`src/rtl/mem_pkg.sv`:
```
// Shared types, constants and lane helpers for the memory-stage controller.
package mem_pkg;

  localparam int LANES  = 6;
  localparam int LANE_W = 32;
  localparam int VEC_W  = LANES * LANE_W;
  localparam int CNT_W  = $clog2(LANES);

  // Memory-stage sequencer states.
  typedef enum logic [1:0] {
    IDLE  = 2'd0,
    WRITE = 2'd1,
    READ  = 2'd2,
    DONE  = 2'd3
  } mem_state_t;

  // Extract lane idx from a packed vector (lane k lives at bits [32k+31:32k]).
  function automatic logic [LANE_W-1:0] lane_sel(input logic [VEC_W-1:0] vec,
                                                 input logic [CNT_W-1:0] idx);
    return vec[int'(idx)*LANE_W +: LANE_W];
  endfunction

  // Return vec with lane idx replaced by val.
  function automatic logic [VEC_W-1:0] lane_put(input logic [VEC_W-1:0]  vec,
                                                input logic [CNT_W-1:0]  idx,
                                                input logic [LANE_W-1:0] val);
    logic [VEC_W-1:0] r;
    r = vec;
    r[int'(idx)*LANE_W +: LANE_W] = val;
    return r;
  endfunction

endpackage

```
`src/rtl/mem_lane_buffer.sv`:
```
// Six-lane register file: holds store data for a write burst, or assembles
// load data lane by lane for a read burst. Falling-edge, async active-low reset.
module mem_lane_buffer
  import mem_pkg::*;
(
  input  logic              clk,
  input  logic              rst,
  input  logic              clr_i,
  input  logic              load_i,
  input  logic [VEC_W-1:0]  load_vec_i,
  input  logic              we_i,
  input  logic [CNT_W-1:0]  widx_i,
  input  logic [LANE_W-1:0] wdata_i,
  output logic [VEC_W-1:0]  vec_o
);

  logic [LANE_W-1:0] lane_q [LANES];

  // Clear has priority over a full load, which has priority over a single-lane write.
  always_ff @(negedge clk or negedge rst) begin
    if (!rst) begin
      for (int k = 0; k < LANES; k++) lane_q[k] <= '0;
    end else if (clr_i) begin
      for (int k = 0; k < LANES; k++) lane_q[k] <= '0;
    end else if (load_i) begin
      for (int k = 0; k < LANES; k++) lane_q[k] <= load_vec_i[k*LANE_W +: LANE_W];
    end else if (we_i && (int'(widx_i) < LANES)) begin
      lane_q[widx_i] <= wdata_i;
    end
  end

  for (genvar g = 0; g < LANES; g++) begin : g_flat
    assign vec_o[g*LANE_W +: LANE_W] = lane_q[g];
  end

endmodule

```
`src/rtl/mem_access_unit.sv`:
```
// Memory-stage controller: sequences scalar (1-beat) or vector (LANES-beat)
// accesses to a single-port synchronous RAM, stalls upstream while a burst is
// in flight, and registers the finished result (or a bubble) towards MEM/WB.
// All state advances on the falling clock edge.
//
// Handshake: there is no valid/ready pair upstream. An op presented in IDLE is
// taken on the edge where stall = 0; while stall = 1 upstream must hold its
// inputs unchanged. Downstream sees valid_out = 1 for exactly one cycle per
// instruction and valid_out = 0 (all other outputs zero) on every bubble.
module mem_access_unit #(
  parameter int ADDR_W = 16,
  parameter int LANES  = 6,
  parameter int LANE_W = 32
) (
  input  logic                    clk,
  input  logic                    rst,
  input  logic                    MemToReg_in,
  input  logic                    MemRead_in,
  input  logic                    MemWrite_in,
  input  logic                    VectorOp_in,
  input  logic [LANES*LANE_W-1:0] alu_in,
  input  logic [LANES*LANE_W-1:0] mux1_in,
  input  logic [3:0]              RR_in,
  output logic                    stall,
  output logic [ADDR_W-1:0]       mem_addr,
  output logic [LANE_W-1:0]       mem_wdata,
  output logic                    mem_we,
  output logic                    mem_re,
  input  logic [LANE_W-1:0]       mem_rdata,
  output logic                    valid_out,
  output logic                    MemToReg_out,
  output logic                    VectorOp_out,
  output logic [3:0]              RR_out,
  output logic [LANES*LANE_W-1:0] alu_out,
  output logic [LANES*LANE_W-1:0] rdata_out,
  output logic [1:0]              dbg_state
);

  import mem_pkg::*;

  localparam int VW = LANES * LANE_W;
  localparam int CW = $clog2(LANES);

  // Sequencer state and beat counter.
  mem_state_t      state_q, state_d;
  logic [CW-1:0]   cnt_q, cnt_d;

  // Op latched when a memory access is accepted in IDLE.
  logic [ADDR_W-1:0] base_q;
  logic [CW-1:0]     last_q;
  logic              wr_q;
  logic              mtr_q;
  logic              vec_q;
  logic [3:0]        rr_q;
  logic [VW-1:0]     alu_q;

  // Registered MEM/WB-facing outputs.
  logic              valid_q, valid_d;
  logic              mtr_out_q, mtr_out_d;
  logic              vop_out_q, vop_out_d;
  logic [3:0]        rr_out_q, rr_out_d;
  logic [VW-1:0]     alu_out_q, alu_out_d;
  logic [VW-1:0]     rdata_out_q, rdata_out_d;

  // Lane buffer controls.
  logic              buf_clr;
  logic              buf_load;
  logic              buf_we;
  logic [CW-1:0]     buf_widx;
  logic [VW-1:0]     buf_vec;

  logic              mem_op;
  logic [ADDR_W-1:0] beat_addr;

  assign mem_op    = MemRead_in | MemWrite_in;
  // Address arithmetic deliberately wraps modulo 2^ADDR_W.
  assign beat_addr = base_q + ADDR_W'(cnt_q);

  mem_lane_buffer u_lane_buf (
    .clk        (clk),
    .rst        (rst),
    .clr_i      (buf_clr),
    .load_i     (buf_load),
    .load_vec_i (mux1_in),
    .we_i       (buf_we),
    .widx_i     (buf_widx),
    .wdata_i    (mem_rdata),
    .vec_o      (buf_vec)
  );

  // State register.
  always_ff @(negedge clk or negedge rst) begin
    if (!rst) state_q <= IDLE;
    else      state_q <= state_d;
  end

  // Next-state: a write wins when both read and write are requested.
  always_comb begin
    state_d = state_q;
    unique case (state_q)
      IDLE:  if (mem_op) state_d = MemWrite_in ? WRITE : READ;
      WRITE: if (cnt_q == last_q) state_d = DONE;
      READ:  if (cnt_q == last_q) state_d = DONE;
      DONE:  state_d = IDLE;
      default: state_d = IDLE;
    endcase
  end

  // Outputs: RAM strobes, stall, lane-buffer control and next MEM/WB values.
  always_comb begin
    stall       = 1'b0;
    mem_we      = 1'b0;
    mem_re      = 1'b0;
    mem_addr    = '0;
    mem_wdata   = '0;
    buf_clr     = 1'b0;
    buf_load    = 1'b0;
    buf_we      = 1'b0;
    buf_widx    = last_q;
    cnt_d       = '0;
    valid_d     = 1'b0;
    mtr_out_d   = 1'b0;
    vop_out_d   = 1'b0;
    rr_out_d    = '0;
    alu_out_d   = '0;
    rdata_out_d = '0;
    unique case (state_q)
      IDLE: begin
        stall = mem_op;
        if (mem_op) begin
          // Stores keep their data in the buffer; loads start from all-zero lanes.
          buf_load = MemWrite_in;
          buf_clr  = ~MemWrite_in;
        end else begin
          valid_d   = 1'b1;
          mtr_out_d = MemToReg_in;
          vop_out_d = VectorOp_in;
          rr_out_d  = RR_in;
          alu_out_d = alu_in;
        end
      end
      WRITE: begin
        stall     = 1'b1;
        mem_we    = 1'b1;
        mem_addr  = beat_addr;
        mem_wdata = lane_sel(buf_vec, cnt_q);
        cnt_d     = cnt_q + CW'(1);
      end
      READ: begin
        stall    = 1'b1;
        mem_re   = 1'b1;
        mem_addr = beat_addr;
        cnt_d    = cnt_q + CW'(1);
        // Data for the previous beat's address is on mem_rdata this cycle.
        if (cnt_q != '0) begin
          buf_we   = 1'b1;
          buf_widx = cnt_q - CW'(1);
        end
      end
      DONE: begin
        valid_d   = 1'b1;
        mtr_out_d = mtr_q;
        vop_out_d = vec_q;
        rr_out_d  = rr_q;
        alu_out_d = alu_q;
        if (!wr_q) begin
          // Last lane arrives now, so the result bypasses the buffer for it.
          buf_we      = 1'b1;
          buf_widx    = last_q;
          rdata_out_d = lane_put(buf_vec, last_q, mem_rdata);
        end
      end
      default: ;
    endcase
  end

  // Beat counter and op latch.
  always_ff @(negedge clk or negedge rst) begin
    if (!rst) begin
      cnt_q  <= '0;
      base_q <= '0;
      last_q <= '0;
      wr_q   <= 1'b0;
      mtr_q  <= 1'b0;
      vec_q  <= 1'b0;
      rr_q   <= '0;
      alu_q  <= '0;
    end else begin
      cnt_q <= cnt_d;
      if (state_q == IDLE && mem_op) begin
        base_q <= alu_in[ADDR_W-1:0];
        last_q <= VectorOp_in ? CW'(LANES - 1) : '0;
        wr_q   <= MemWrite_in;
        mtr_q  <= MemToReg_in;
        vec_q  <= VectorOp_in;
        rr_q   <= RR_in;
        alu_q  <= alu_in;
      end
    end
  end

  // MEM/WB output registers; stalled edges load the all-zero bubble.
  always_ff @(negedge clk or negedge rst) begin
    if (!rst) begin
      valid_q     <= 1'b0;
      mtr_out_q   <= 1'b0;
      vop_out_q   <= 1'b0;
      rr_out_q    <= '0;
      alu_out_q   <= '0;
      rdata_out_q <= '0;
    end else begin
      valid_q     <= valid_d;
      mtr_out_q   <= mtr_out_d;
      vop_out_q   <= vop_out_d;
      rr_out_q    <= rr_out_d;
      alu_out_q   <= alu_out_d;
      rdata_out_q <= rdata_out_d;
    end
  end

  assign valid_out    = valid_q;
  assign MemToReg_out = mtr_out_q;
  assign VectorOp_out = vop_out_q;
  assign RR_out       = rr_out_q;
  assign alu_out      = alu_out_q;
  assign rdata_out    = rdata_out_q;
  assign dbg_state    = state_q;

endmodule

```
`config.mk`:
```
export PLATFORM = sky130hd
export DESIGN_NAME = mem_access_unit
export DESIGN_NICKNAME = d
export VERILOG_FILES = /design/src/rtl/mem_pkg.sv /design/src/rtl/mem_lane_buffer.sv /design/src/rtl/mem_access_unit.sv
export SDC_FILE = /design/constraint.sdc
export NUM_CORES = 1
export LEC_CHECK = 0
export CORE_AREA = 2 2 337 339
export CTS_BUF_LIST = sky130_fd_sc_hd__clkbuf_8
export DETAILED_ROUTE_END_ITERATION = 8
export DIE_AREA = 0 0 339 341
export PLACE_DENSITY = 0.61
export SLEW_MARGIN = 0
export SYNTH_ARGS = -nofsm -noshare
export SYNTH_HDL_FRONTEND = slang
export SYNTH_HIERARCHICAL = 1
export SYNTH_SLANG_ARGS = --single-unit
```
`constraint.sdc`:
```
create_clock -name clk -period 4 [get_ports clk]
set_input_delay 0.6 -clock clk [delete_from_list [all_inputs] [get_ports clk]]
set_output_delay 0.6 -clock clk [all_outputs]
set_load 0.01 [all_outputs]
```
## Word level (Yosys, flattened, before mapping)

Index checks and enable logic that the tools add are counted.

- Flip-flop bits (word level): 806
- Bits of input ports: 426
- Output and inout port bits: 444

- Order comparisons: 3
- Reduce and logical (&&, ||, !) cells: 8
- Bitwise logic cells: 3
- Shift-type cells: 3
- Muxes and demuxes: 39
- Eq/ne operators: 6
- Add/sub/neg operators: 4

Operators by type and width:

| cell | number |
|---|---|
| 2-to-1 mux 192 bit | 6 |
| bitwise mux 192 bit | 2 |
| case mux 192 bit (2 select lines) | 1 |
| variable shift 32 x 33 -> 192 bit, first input constant | 1 |
| indexed part select 192 x 9 -> 32 bit | 1 |
| indexed part select 32 x 33 -> 192 bit | 1 |
| demux 32 bit (select 3 bit) | 1 |
| 2-to-1 mux 32 bit | 2 |
| negator 8 -> 33 bit | 1 |
| adder 16 x 3 -> 16 bit | 1 |
| 2-to-1 mux 16 bit | 1 |
| 2-to-1 mux 3 bit | 4 |
| 2-to-1 mux 1 bit | 11 |
| case mux 1 bit (2 select lines) | 5 |
| case mux 4 bit (2 select lines) | 1 |
| 2-to-1 mux 2 bit | 3 |
| case mux 2 bit (3 select lines) | 1 |
| nonzero test 3 bit | 2 |
| == test 2 bit, second input constant | 2 |
| greater-or-equal comparator 4 bit, second input constant | 1 |
| < comparator 4 x 1 -> 1 bit, second input constant | 1 |
| 2-to-1 mux 4 bit | 1 |
| inverter 3 -> 4 bit | 1 |
| adder 3 x 1 -> 3 bit, second input constant | 1 |
| 12 further kinds | 14 |

## Logic depth before layout (Yosys ltp)

- Word-level depth: 12
- Depth in mapped cells: 15
- Mapped depth without buffers: 9

## Hierarchy

The synthesis kept the hierarchy.

By module, submodules not included:

| module | times used | area each (µm²) | seq. area each (µm²) | cells an instance |
|---|---|---|---|---|
| mem_access_unit | 1 | 24,050.6 | 14,889.3 | 1,870 |
| mem_lane_buffer | 1 | 8,629.5 | 4,804.6 | 815 |

==> results by group <==
Run status
  – Status: finished with violations
  – Failing checks: setup timing

Final layout
  – Synth-to-Final Area Change: 50.2%
  – Non-filler cells, final: 5548
  – FILL cells: 10612
  – Final Cell Area: 49100 um^2
  – Nets@finish: 4379
  – Layout cells sized above 1: 34.0%

Route
  – Drt wl/cell: 24.8 um
  – Wirelength, routed: 138 mm
  – Initial DRT Pass Iterations: 6
  – Via/cell ratio: 5.02
  – DRC: 0
  – Via Count: 27876
  – Post-route ant nets: 0
  – Initial DRC Count: 2029

Synth
  – Sequential fraction of the synthesis area: 60.3%
  – Count of cell types in the netlist: 57
  – Yosys Warn Count: 6
  – Yosys reg bits: 787
  – Leading area contributor after synthesis: dfrtn_1
  – Number of flops mapped to enable cells by yosys: 0
  – Netlist Area Pre-Place: 32700 um^2
  – Yosys top cell area share: 60.3%
  – Syn_area_per_cell: 12.2 um^2
  – Post-Synthesis Net Count: 3123
  – Top cells by area, synth: dfrtn_1 (60%), mux2_2 (6.8%), a22oi_1 (4.5%)
  – Top FF cell, synth: dfrtn_1
  – Asr flop ratio synth: 100%
  – Post-Synthesis Cells: 2685

Placed design
  – Routability Congestion: 0.908
  – Final HPWL DP: 97.0 mm
  – Dpl cell area: 46200 um^2
  – IO buf count: 869
  – Placed cells: 5224

Pwr
  – Leak Pwr: 0.0226 uW
  – Peak supply drop: 495 uV
  – Power Density: 759 nW/um^2

Floorplanning
  – Initial Util: 29.2%
  – Core ar.: 112000 um^2
  – Die Area: 116000 um^2
  – Ports: 870
  – Rows: 123
  – Die width: 339 um
  – Die H: 341 um

Setup path
  – Critical path capture point type: output port
  – Critical path class: reg2out
  – Critical Path AT: 4770 ps
  – CP Max Fanout: 5
  – Crit start category: flop
  – CP required: 3400 ps

Job
  – Max-cap violations: 0

Timing
  – Min Hold Slack: 451 ps
  – Skew final: 27.5 ps
  – Measured slew at the worst slew-check pin: 1010 ps
  – Final setup margin: -1370 ps
  – Fin. Hold Viols: 0
  – RSZ-0062 raised after global routing: yes
  – Slew Limit Fails: 0
  – Slew HR: 32.6%
  – Final setup vio count: 54

CTS
  – CTS Buf Count: 143
  – Clock Latency Late Sink: 700 ps
  – Clock sink count: 787
  – Longest Clk Path Bufs: 3
  – Clock transition at the registers of the reported paths: 40 ps
  – TritonCTS clock tree: yes
  – Clk root buf: clkbuf_8
  – Htree depth: 4
  – # hold bufs at CTS: 0

Global routing
  – Total track usage: 23.4%
  – GRT overflow: 0
  – Antenna violations before repair: 29
  – Vias in the first global route: 29185
  – Largest net degree at the start of global routing: 129
  – First-pass GRT wire length: 200 mm

Hold path
  – Path type of the worst min-delay path: reg2reg
## worst paths after layout
| kind | from | endpoint | slack (ps) | depth (start not counted) |
|---|---|---|---|---|
| setup / recovery | cnt_q[0] | mem_addr[14] | -1370 | 10 |
| hold / removal | alu_q[40] | alu_q[40] | 450 | 1 |
| setup reg to reg | cnt_q[0] | u_lane_buf/vec_o[5] | 280 | 16 |
| hold reg to reg | alu_q[40] | alu_q[40] | 450 | 1 |
| max in group asynchronous | rst | rdata_out[26] | 1440 | 2 |
| min in group asynchronous | rst | alu_out[1] | 1700 | 1 |
## through the flow
stage	TNS, ps	setup WS [ps]	utilization (%)	power [uW]
floorplan	-6140	-371	-	20400
global placement	-245880	-944	41.3	29000
detailed placement	-261250	-982	41.3	29300
CTS	-63260	-1490	43.7	37300
global route	-62420	-1520	43.9	39300
finish	-55400	-1370	43.9	37200
## area by class of cell
| type | instances | area (um^2) | area share [%] |
|---|---|---|---|
| clock inverters | 67 | 434 | 0.884 |
| well taps | 1500 | 1880 | 3.82 |
| inverters | 48 | 188 | 0.382 |
| repair buffers | 1340 | 12400 | 25.2 |
| clock buffers | 168 | 2310 | 4.71 |
| multi-input cells | 1621 | 12200 | 24.8 |
| flip-flops and latches | 787 | 19700 | 40.1 |
| diodes | 17 | 42.5 | 0.0867 |
## synthesized netlist by cell type (2+ instances only)
| cell type | count |
|---|---|
| o22ai_1 | 32 |
| and2_1 | 179 |
| clkbuf_1 | 130 |
| buf_6 | 3 |
| nand3_1 | 67 |
| a221o_1 | 52 |
| nor3_1 | 22 |
| buf_1 | 18 |
| o21ai_1 | 6 |
| a21oi_1 | 9 |
| buf_4 | 17 |
| a22oi_1 | 198 |
| nor2_1 | 282 |
| mux4_2 | 32 |
| nor3b_1 | 2 |
| xor2_1 | 4 |
| mux2_2 | 198 |
| o21ai_0 | 52 |
| and3_1 | 22 |
| mux2i_1 | 100 |
| ha_1 | 11 |
| o31ai_1 | 18 |
| o211ai_1 | 64 |
| or3_1 | 2 |
| nand2_1 | 110 |
| dfrtn_1 | 787 |
| a32oi_1 | 75 |
| a21bo_2 | 6 |
| nand4_1 | 3 |
| nand3b_1 | 2 |
| a311oi_1 | 2 |
| nand4bb_1 | 2 |
| inv_1 | 47 |
| o32ai_1 | 2 |
| nand2b_1 | 26 |
| nand4b_1 | 2 |
| xnor2_1 | 5 |
| buf_2 | 61 |
| nor2b_1 | 17 |
## cells by family after synthesis
| kind of cell | count (synthesis) | share of synthesized area, % |
|---|---|---|
| mux | 330 | 12.1 |
| buf+inv | 277 | 3.68 |
| compound gates | 523 | 12.1 |
| simple gates | 747 | 11.1 |
| xor+xnor | 9 | 0.241 |
| flops | 787 | 60.3 |
| fa+ha+maj | 12 | 0.482 |
## registers in the layout (all words and copies together), names as in the netlist
signal and count:
alu_out 192, rdata_out 192, u_lane_buf/vec_o 192, alu_q 177, base_q 15, RR_out 4
rr_q 4, cnt_q 3, dbg_state 2, MemToReg_out 1, VectorOp_out 1, last_q 1
mtr_q 1, valid_out 1, wr_q 1
## layer usage
metal,global-route usage [%],vias to the layer above,part of all wire (%)
met5,0,-,0.091
met4,11.1,18,4.6
met3,7.54,313,9.1
met2,38.8,1301,49
met1,27.4,14081,38
li1,-,12163,-
## what timing repair did
item	in CTS	in global routing
gates cloned	4	0
endpoints found under the setup margin	443	179
pin swaps	32	30
buffers inserted	62	22
resized for setup	1582	85
## placed cells by master, fill, tap and decap left out, types with 59 or more instances in the layout
master and instances:
mux2i_1 97, dfrtn_1 787, clkdlybuf4s50_1 424, a32oi_1 75, and2_1 169, buf_12 70
buf_2 223, nand2_1 109, nor2_1 278, clkdlybuf4s15_2 113, buf_4 370, a22oi_1 198
o211ai_1 64, nand3_1 67, clkbuf_8 168, inv_1 59, mux2_2 198, clkdlybuf4s15_1 76
## where the power goes
| part | switching [uW] | total (uW) | leakage, uW | internal (uW) |
|---|---|---|---|---|
| clock | 3490 | 7550 | 0.00156 | 4050 |
| sequential | 1390 | 12300 | 0.0103 | 10900 |
| combinational | 8980 | 17400 | 0.0108 | 8460 |
## worst max-delay path, stage by stage, from the launching register on
cell and delay, ps:
dfrtn_1 430, buf_6 120, ha_4 130, inv_2 40, fa_2 410, nor2b_4 180, buf_6 130, o21ai_4 60
or3_4 330, a21oi_2 120, buf_2 130
(Power assumes the default switching activity.)
